$ cat src/rtl/md_pkg.sv
// Shared market-data definitions: message bytes, tick encodings and parser states.
// The tick type/side encodings are also consumed by the L1 book.
package md_pkg;

    localparam int unsigned CNT_W_DEF = 16;

    localparam logic [7:0] TYPE_ADD  = 8'h41;
    localparam logic [7:0] TYPE_EXEC = 8'h45;
    localparam logic [7:0] SIDE_BUY  = 8'h42;
    localparam logic [7:0] SIDE_SELL = 8'h53;

    localparam int unsigned MSG_LEN  = 10;
    localparam logic [3:0]  LAST_IDX = 4'(MSG_LEN - 1);

    localparam logic TICK_ADD  = 1'b0;
    localparam logic TICK_EXEC = 1'b1;
    localparam logic TICK_BUY  = 1'b1;
    localparam logic TICK_SELL = 1'b0;

    typedef enum logic [1:0] {
        HDR  = 2'd0,
        BODY = 2'd1,
        SKIP = 2'd2
    } md_state_e;

endpackage

$ cat src/rtl/md_be_shift32.sv
// 32-bit big-endian byte accumulator. value is the contents as of the next edge,
// so a consumer can capture the word in the same cycle its final byte arrives.
module md_be_shift32 (
    input  logic        clk,
    input  logic        rst,
    input  logic        en,
    input  logic [7:0]  din,
    output logic [31:0] value
);

    logic [31:0] acc_q;
    logic [31:0] acc_d;

    always_comb begin
        acc_d = acc_q;
        if (en) begin
            acc_d = {acc_q[23:0], din};
        end
    end

    assign value = acc_d;

    always_ff @(posedge clk or posedge rst) begin
        if (rst) begin
            acc_q <= '0;
        end else begin
            acc_q <= acc_d;
        end
    end

endmodule

$ cat src/rtl/tick_decoder.sv
// Parses fixed 10-byte Add/Exec messages from a byte stream into single-cycle ticks,
// dropping and counting malformed messages.
module tick_decoder #(
    parameter int unsigned CNT_W     = md_pkg::CNT_W_DEF,
    parameter logic [7:0]  TYPE_ADD  = md_pkg::TYPE_ADD,
    parameter logic [7:0]  TYPE_EXEC = md_pkg::TYPE_EXEC
) (
    input  logic             clk,
    input  logic             rst,
    input  logic             s_valid,
    input  logic [7:0]       s_data,
    input  logic             s_last,
    output logic             s_ready,
    output logic             tick_valid,
    output logic             tick_type,
    output logic             tick_side,
    output logic [31:0]      tick_qty,
    output logic [31:0]      tick_price,
    output logic [CNT_W-1:0] msg_cnt,
    output logic [CNT_W-1:0] err_cnt
);
    import md_pkg::*;

    md_state_e        state_q, state_d;
    logic [3:0]       idx_q, idx_d;
    logic             type_q, type_d;
    logic             side_q, side_d;
    logic             bad_q, bad_d;
    logic             tick_valid_q, tick_valid_d;
    logic             tick_type_q, tick_type_d;
    logic             tick_side_q, tick_side_d;
    logic [31:0]      tick_qty_q, tick_qty_d;
    logic [31:0]      tick_price_q, tick_price_d;
    logic [CNT_W-1:0] msg_cnt_q, msg_cnt_d;
    logic [CNT_W-1:0] err_cnt_q, err_cnt_d;

    logic        accept;
    logic        qty_en;
    logic        price_en;
    logic [31:0] qty_val;
    logic [31:0] price_val;

    // The decoder never stalls; ready only drops while held in reset.
    assign s_ready  = ~rst;
    assign accept   = s_valid & s_ready;
    assign qty_en   = accept && (state_q == BODY) && (idx_q >= 4'd2) && (idx_q <= 4'd5);
    assign price_en = accept && (state_q == BODY) && (idx_q >= 4'd6) && (idx_q <= LAST_IDX);

    md_be_shift32 u_qty (
        .clk   (clk),
        .rst   (rst),
        .en    (qty_en),
        .din   (s_data),
        .value (qty_val)
    );

    md_be_shift32 u_price (
        .clk   (clk),
        .rst   (rst),
        .en    (price_en),
        .din   (s_data),
        .value (price_val)
    );

    always_comb begin
        state_d      = state_q;
        idx_d        = idx_q;
        type_d       = type_q;
        side_d       = side_q;
        bad_d        = bad_q;
        tick_valid_d = 1'b0;
        tick_type_d  = tick_type_q;
        tick_side_d  = tick_side_q;
        tick_qty_d   = tick_qty_q;
        tick_price_d = tick_price_q;
        msg_cnt_d    = msg_cnt_q;
        err_cnt_d    = err_cnt_q;

        if (accept) begin
            unique case (state_q)
                HDR: begin
                    if (s_last) begin
                        err_cnt_d = err_cnt_q + CNT_W'(1);
                    end else if ((s_data == TYPE_ADD) || (s_data == TYPE_EXEC)) begin
                        type_d  = (s_data == TYPE_EXEC) ? TICK_EXEC : TICK_ADD;
                        bad_d   = 1'b0;
                        idx_d   = 4'd1;
                        state_d = BODY;
                    end else begin
                        state_d = SKIP;
                    end
                end
                BODY: begin
                    idx_d = idx_q + 4'd1;
                    if (idx_q == 4'd1) begin
                        side_d = (s_data == SIDE_BUY) ? TICK_BUY : TICK_SELL;
                        if ((s_data != SIDE_BUY) && (s_data != SIDE_SELL)) begin
                            bad_d = 1'b1;
                        end
                    end
                    if (idx_q == LAST_IDX) begin
                        idx_d   = 4'd0;
                        state_d = HDR;
                        if (!s_last) begin
                            state_d = SKIP;
                        end else if (bad_q) begin
                            err_cnt_d = err_cnt_q + CNT_W'(1);
                        end else begin
                            tick_valid_d = 1'b1;
                            tick_type_d  = type_q;
                            tick_side_d  = side_q;
                            tick_qty_d   = qty_val;
                            tick_price_d = price_val;
                            msg_cnt_d    = msg_cnt_q + CNT_W'(1);
                        end
                    end else if (s_last) begin
                        idx_d     = 4'd0;
                        state_d   = HDR;
                        err_cnt_d = err_cnt_q + CNT_W'(1);
                    end
                end
                SKIP: begin
                    if (s_last) begin
                        idx_d     = 4'd0;
                        state_d   = HDR;
                        err_cnt_d = err_cnt_q + CNT_W'(1);
                    end
                end
                default: begin
                    idx_d   = 4'd0;
                    state_d = HDR;
                end
            endcase
        end
    end

    always_ff @(posedge clk or posedge rst) begin
        if (rst) begin
            state_q      <= HDR;
            idx_q        <= '0;
            type_q       <= 1'b0;
            side_q       <= 1'b0;
            bad_q        <= 1'b0;
            tick_valid_q <= 1'b0;
            tick_type_q  <= 1'b0;
            tick_side_q  <= 1'b0;
            tick_qty_q   <= '0;
            tick_price_q <= '0;
            msg_cnt_q    <= '0;
            err_cnt_q    <= '0;
        end else begin
            state_q      <= state_d;
            idx_q        <= idx_d;
            type_q       <= type_d;
            side_q       <= side_d;
            bad_q        <= bad_d;
            tick_valid_q <= tick_valid_d;
            tick_type_q  <= tick_type_d;
            tick_side_q  <= tick_side_d;
            tick_qty_q   <= tick_qty_d;
            tick_price_q <= tick_price_d;
            msg_cnt_q    <= msg_cnt_d;
            err_cnt_q    <= err_cnt_d;
        end
    end

    assign tick_valid = tick_valid_q;
    assign tick_type  = tick_type_q;
    assign tick_side  = tick_side_q;
    assign tick_qty   = tick_qty_q;
    assign tick_price = tick_price_q;
    assign msg_cnt    = msg_cnt_q;
    assign err_cnt    = err_cnt_q;

endmodule

$ cat config.mk
export PLATFORM = sky130hd
export DESIGN_NAME = tick_decoder
export DESIGN_NICKNAME = d
export VERILOG_FILES = /design/src/rtl/md_pkg.sv /design/src/rtl/md_be_shift32.sv /design/src/rtl/tick_decoder.sv
export SDC_FILE = /design/constraint.sdc
export NUM_CORES = 1
export LEC_CHECK = 0
export ABC_AREA = 0
export CAP_MARGIN = 25
export CORE_MARGIN = 4
export CORE_UTILIZATION = 49
export CTS_CLUSTER_SIZE = 14
export DETAILED_ROUTE_END_ITERATION = 8
export PLACE_DENSITY = 0.75
export SYNTH_ARGS = -nofsm -noshare
export SYNTH_HDL_FRONTEND = slang
export SYNTH_HIERARCHICAL = 1
export SYNTH_SLANG_ARGS = --single-unit
$ cat constraint.sdc
create_clock -name clk -period 3.4 [get_ports clk]
set_input_delay 0.34 -clock clk [delete_from_list [all_inputs] [get_ports clk]]
set_output_delay 0.34 -clock clk [all_outputs]
set_load 0.1 [all_outputs]
---- Word-level counts from Yosys, hierarchy flattened ----
Index checks and enable logic that the tools add are counted.
word-level totals
  memory bits (read-only) ................. 0
  flip-flop bits (word level) ............. 172
  input port bits ......................... 12
  latch bits .............................. 0
  logic and storage cells ................. 90
  memory bits (writable) .................. 0
  memories kept ........................... 0
  output and inout port bits .............. 100
cells by class
  muxes and demuxes ....................... 31
  shift-type cells ........................ 0
  bitwise gates (word level) .............. 4
  $lt $le $gt $ge ......................... 4
  add/sub/neg operators ................... 3
  reduce and logical (&&, ||, !) cells .... 18
  div/mod/pow operators ................... 0
  eq/ne operators ......................... 16
  multipliers ............................. 0
operators by type and width
  cell                     count
  $mux W16                 4
  $mux W32                 2
  $add A16 B1 Y16 const B  2
  $pmux W16 S2             1
  $eq A8 B7 Y1 const B     3
  $mux W4                  5
  $ne A8 B7 Y1 const B     2
  $pmux W4 S3              1
  $reduce_and A4 Y1        3
  $mux W1                  11
  $mux W2                  5
  $logic_and A1 B1 Y1      6
  $ne A2 B2 Y1 const B     3
  $ne A3 B3 Y1 const B     2
  $pmux W2 S3              1
  $reduce_and A6 Y1        1
  $reduce_and A5 Y1        1
  $add A4 B1 Y4 const B    1
  $eq A4 B1 Y1 const B     1
  $eq A4 B4 Y1 const B     1
  $ge A4 B2 Y1 const B     1
  $ge A4 B3 Y1 const B     1
  $le A4 B3 Y1 const B     1
  $le A4 B4 Y1 const B     1
  12 further kinds         16

---- Logic depth before layout (Yosys ltp) ----
  depth after elaboration ................. 6
  depth in mapped cells ................... 10
  mapped depth without buffers ............ 8

---- Hierarchy ----
The synthesis kept the hierarchy.
modules (own cells, without submodules)
  module         times used  area an instance (µm²)  cells an instance
  tick_decoder   1           4543.1                  333
  md_be_shift32  2           1348.8                  69

---- Worst setup path after synthesis ----
No wires, ideal clock.
  path kind ............................... input-to-output
  from .................................... in rst
  to ...................................... out s_ready
  arrival time ............................ 3.128 ns
  setup slack ............................. -0.068 ns
  stages .................................. 1
  cells stage by stage .................... inv_1
between the ends
  cells in the longest elaborated chain, start to end .. 1
RTL lines
  element      line                text
  from (decl)  tick_decoder.sv:9   input logic rst,
  $not A1 Y1   tick_decoder.sv:44  assign s_ready = ~rst;
  to (decl)    tick_decoder.sv:13  output logic s_ready,
No other way between the ends.

---- Worst setup path in the final report ----
  from .................................... reg state_q[0]
  to ...................................... reg tick_qty_q[29] (netlist: tick_qty[29])
between the ends
  cells in the longest elaborated chain, start to end .. 5
RTL lines
  element                            line                 text
  from (decl)                        tick_decoder.sv:24   md_state_e state_q, state_d;
  from (signal assigned)             tick_decoder.sv:152  state_q <= state_d;
  $eq A2 B1 Y1                       tick_decoder.sv:46   assign qty_en = accept && (state_q == BODY) && (idx_q >= 4'd2) && (idx_q <= 4'd5);
  $logic_and A1 B1 Y1 (3 in series)  tick_decoder.sv:46
  via qty_en                         tick_decoder.sv:38   logic qty_en;
  $mux W32                           md_be_shift32.sv:16  if (en) begin
  via qty_val[29]                    tick_decoder.sv:40   logic [31:0] qty_val;
  to (signal assigned)               tick_decoder.sv:160  tick_qty_q <= tick_qty_d;
  to (decl)                          tick_decoder.sv:32   logic [31:0] tick_qty_q, tick_qty_d;
The timed path passes the listed nets, and every way through them passes these cells.
A chain may end at the register's enable or synchronous reset.

==> impl_summary.md <==
Clocking
The number of hold buffers added after cts is 0. The master cell of the clock root buffer is sky130_fd_sc_hd__clkbuf_16. The clock-pin slew on the worst setup and hold paths is 0.06 ns.

The number of clock buffers added by TritonCTS is 17. TritonCTS built the clock tree. In this run the deepest clock path goes through 2 buffers.

For the worst-skew pair, the clock arrives at the later sink with an insertion delay of 0.42 ns. The tree built by TritonCTS fans out to 172 sinks. The number of setup buffers added after CTS is 0. The number of gates resized after cts is 0. The clock tree synthesis step divided the H-tree into 4 levels.

Logic synthesis
Yosys attributes the largest share of cell area to sky130_fd_sc_hd__dfrtp_1, sky130_fd_sc_hd__mux2_4, sky130_fd_sc_hd__mux2_2. The commonest cells after synthesis are sky130_fd_sc_hd__dfrtp_1, sky130_fd_sc_hd__mux2_2, sky130_fd_sc_hd__mux2_4. The mean instance size in the synthesized netlist is 15.4 sq um.

After synthesis, the share of flip-flops with an asynchronous set or reset is 1.00. The most used flip-flop cell after synthesis is sky130_fd_sc_hd__dfrtp_1. Synthesis produced a netlist with a net count of 489. The post-synth design cell area is 0.00724 sq mm. The sequential share of the synthesized area is 0.594. After synthesis, the netlist uses 44 different library cells. For this run, the number of Yosys warnings is 6. The synthesized design contains 172 register bits. The synthesized design spends more area on one cell type than any other, namely sky130_fd_sc_hd__dfrtp_1. In the synthesized netlist, the number of instances is 471.

The cell with the most instances after synthesis is sky130_fd_sc_hd__dfrtp_1. The number of enable-type register cells in the synthesized netlist is 0. The proportion of netlist area held by the largest area contributor is 0.594.

Critical path
The reg2reg setup slack is 0.93 ns. The number of buffer and inverter instances along the worst setup path is 1. The critical path's largest stage delay is 0.53 ns.

The launching element type of the critical path is a flip-flop. STA classifies the critical path endpoint as a flip-flop. Walking the worst path, the cells encountered are nand2b_1 > nor3_1 > o311a_2 > buf_12 > mux2_2 > mux2_2. The worst setup path endpoint is tick_qty[29]. The type of the worst setup path is flip-flop to flip-flop. In this run the worst path has a maximum fanout of 32.

The kind of cell adding the most delay to the critical path is multiplexers. The end of the worst register-to-register path is tick_qty[29]. The cell that appears most often on the critical path is sky130_fd_sc_hd__mux2_2. Data on the critical path arrives at its endpoint at 2.77 ns.

The largest individual stage delay along the critical path comes from the cell sky130_fd_sc_hd__dfrtp_1. Counting cells, the worst reg-to-reg path comes to 6. The launch point of the critical path is state_q[0]. The instance count on the critical path is 6. The required time of the critical path is 3.71 ns. The source of the worst register-to-register timing path is state_q[0].

Finish
The sequential cells in the finished layout cover a total of 0.00430 sq mm. The post-layout net count is 609. The final core area utilization is 0.630. The fill cell total of the finished layout is 1082. The multi-input logic area is 0.00273 sq mm.

The growth of design area from synthesis to finish is 25.9%. Of the cells placed in the final design, the portion with a size suffix greater than 1 is 0.306. 0 antenna diodes ended up in the layout.

Worst hold path
The path class of the tightest hold or removal check is input pin to asynchronous set/reset pin.

Pwr
In this run the power spent charging and discharging nets is 0.00114 W. Of the total power, the clock network draws 0.436. Of the total power, registers draw 0.468. The combinational group share of total power is 0.096. Dividing total power by cell area gives a power density of 501 mW/mm^2. VDD sags by at most 0.569 mV. The switching part of the total power is 0.249. The static leakage power is 4.23 nW. The internal power contribution is 0.00343 W.

STA
Setup total negative slack on the finished layout was measured at 0 ns. The count of final hold-check violations is 0. Setup repair after global routing left no endpoint under its margin. After layout, the worst setup slack is 0.933 ns.

Derived from the worst setup path, the maximum achievable clock frequency is 0.405 GHz. The max-slew violation total from the final report is 0. Measured against its own limit, the worst slew margin works out to 0.314. At the pin with the least slew margin, the transition time is 1.03 ns.

Counting I/O delays and the setup requirement, the final critical path takes 2.47 ns. Dividing the final minimum period by the clock period gives 0.726. The count of endpoints failing setup in the final report is 0. The setup clock skew after layout is 0.00698 ns.

Placement
At the placement stage, the worst setup path has a slack of 0.584 ns. The final weighted congestion of routability-driven global placement is 0.811. Summed over all nets, the half-perimeter wirelength after detailed placement is 9760 um. The number of input and output port buffers inserted is 111.

Route
Across all layers, the routed design uses 4158 vias. Dividing the detail-routed wire length by the instance count gives 18.3 um. The violation count after the first detailed-route iteration is 190. The sum of routed wire length over all layers is 14400 um. For this run, design rule violations remaining after detail routing come to 0. The count of nets left with antenna violations once routing finished came out at 0. Dividing the detail-routed via count by the number of cells gives 5.28.

The iteration count of the initial detailed-routing pass is 4.

Die
The count of standard-cell rows is 44. The die height is 130 um. For this configuration, the core starts out at a cell density of 0.500.

The floorplan step defined a die boundary enclosing 0.0168 sq mm. The die is 130 um wide. 112 I/O pins were placed. The floorplan step defined a core boundary enclosing 0.0145 sq mm.

Global routing
The first global-routing pass estimated 23600 um of wire. Summed over all layers, the global routing overflow is 0. The total global-route track usage is 0.180. The pin count of the biggest net entering global routing is 109.

The initial antenna violation count came to 0. The via count of the first global-routing pass was 4441.

Job
The number of max-cap violations is 0.

Status
The flow ran to the end, and the final reports show no timing, DRC or antenna violations.
## sequential cells by signal (all words and copies together) (netlist names)
register	flops
tick_side	1
side_q	1
tick_type	1
idx_q	4
bad_q	1
err_cnt	16
state_q	2
u_price/acc_q	32
tick_price	32
u_qty/acc_q	32
tick_qty	32
msg_cnt	16
type_q	1
tick_valid	1
## cell usage in the layout (no fill, tap or decap), types with 5 or more instances in the layout
master,netlist,layout
sky130_fd_sc_hd__clkbuf_16,0,17
sky130_fd_sc_hd__nand2_1,17,17
sky130_fd_sc_hd__dfrtp_1,172,172
sky130_fd_sc_hd__mux2_4,61,61
sky130_fd_sc_hd__nand4_1,10,10
sky130_fd_sc_hd__and3_1,5,5
sky130_fd_sc_hd__ha_1,6,6
sky130_fd_sc_hd__nand3_1,14,14
sky130_fd_sc_hd__nor3_1,7,6
sky130_fd_sc_hd__mux2_2,74,74
sky130_fd_sc_hd__buf_4,0,8
sky130_fd_sc_hd__xnor2_1,26,26
sky130_fd_sc_hd__xor2_1,5,5
sky130_fd_sc_hd__nor2_1,9,9
sky130_fd_sc_hd__clkdlybuf4s50_1,0,110
## power by group through the flow
| stage | clock network (W) | registers, W | logic [W] |
|---|---|---|---|
| floorplan | 0 | 0.00237 | 0.000118 |
| global placement | 0 | 0.00217 | 0.000434 |
| detailed placement | 0 | 0.00217 | 0.000441 |
| CTS | 0.00204 | 0.00214 | 0.000443 |
| global route | 0.00212 | 0.00215 | 0.000467 |
| finish | 0.00199 | 0.00214 | 0.000436 |
## layer usage
| layer | wire length (um) | GRT usage | vias to the layer above |
|---|---|---|---|
| li1 | - | - | 1919 |
| met1 | 6420 | 0.240 | 2139 |
| met2 | 7300 | 0.290 | 82 |
| met3 | 483 | 0.0441 | 18 |
| met4 | 242 | 0.0642 | 0 |
| met5 | 0 | 0 | - |
## stage by stage
| stage | cells | power, W | hold WS (ns) | cell area, sq um |
|---|---|---|---|---|
| 6_report | 788 | 0.00456 | 0.435 | 9120 |
| 3_5_place_dp | 756 | 0.00261 | 0.463 | 8510 |
| 5_1_grt | 788 | 0.00473 | 0.471 | 9120 |
| 4_1_cts | 788 | 0.00462 | 0.428 | 9120 |
| 2_1_floorplan | 471 | 0.00249 | 0.456 | 7240 |
| 3_3_place_gp | 756 | 0.00261 | 0.462 | 8510 |
## cell type report
| class | instances | area share |
|---|---|---|
| repair buffers | 121 | 0.134 |
| clock buffers | 21 | 0.0483 |
| flip-flops and latches | 172 | 0.472 |
| clock inverters | 11 | 0.0184 |
| inverters | 5 | 0.00247 |
| multi-input cells | 274 | 0.300 |
| well taps | 184 | 0.0252 |
## cell families (layout without fill, tap and decap cells)
family / after synthesis / after routing / share of synthesized area
simple gates: 87 / 87 / 0.0700
fa+ha+maj: 6 / 6 / 0.0104
xor+xnor: 31 / 31 / 0.0375
flops: 172 / 172 / 0.594
mux: 136 / 136 / 0.243
buf+inv: 25 / 158 / 0.0299
compound gates: 14 / 14 / 0.0149
## worst min-delay path by stage
stage,start,end,slack [ns],cells past startpoint
floorplan,rst,u_price/acc_q[0],0.46,1
global placement,msg_cnt[15],msg_cnt[15],0.46,1
detailed placement,err_cnt[15],err_cnt[15],0.46,1
CTS,rst,u_price/acc_q[13],0.43,2
global route,rst,u_price/acc_q[13],0.47,2
finish,rst,u_price/acc_q[13],0.43,2
Power figures use the tool's default switching activity.
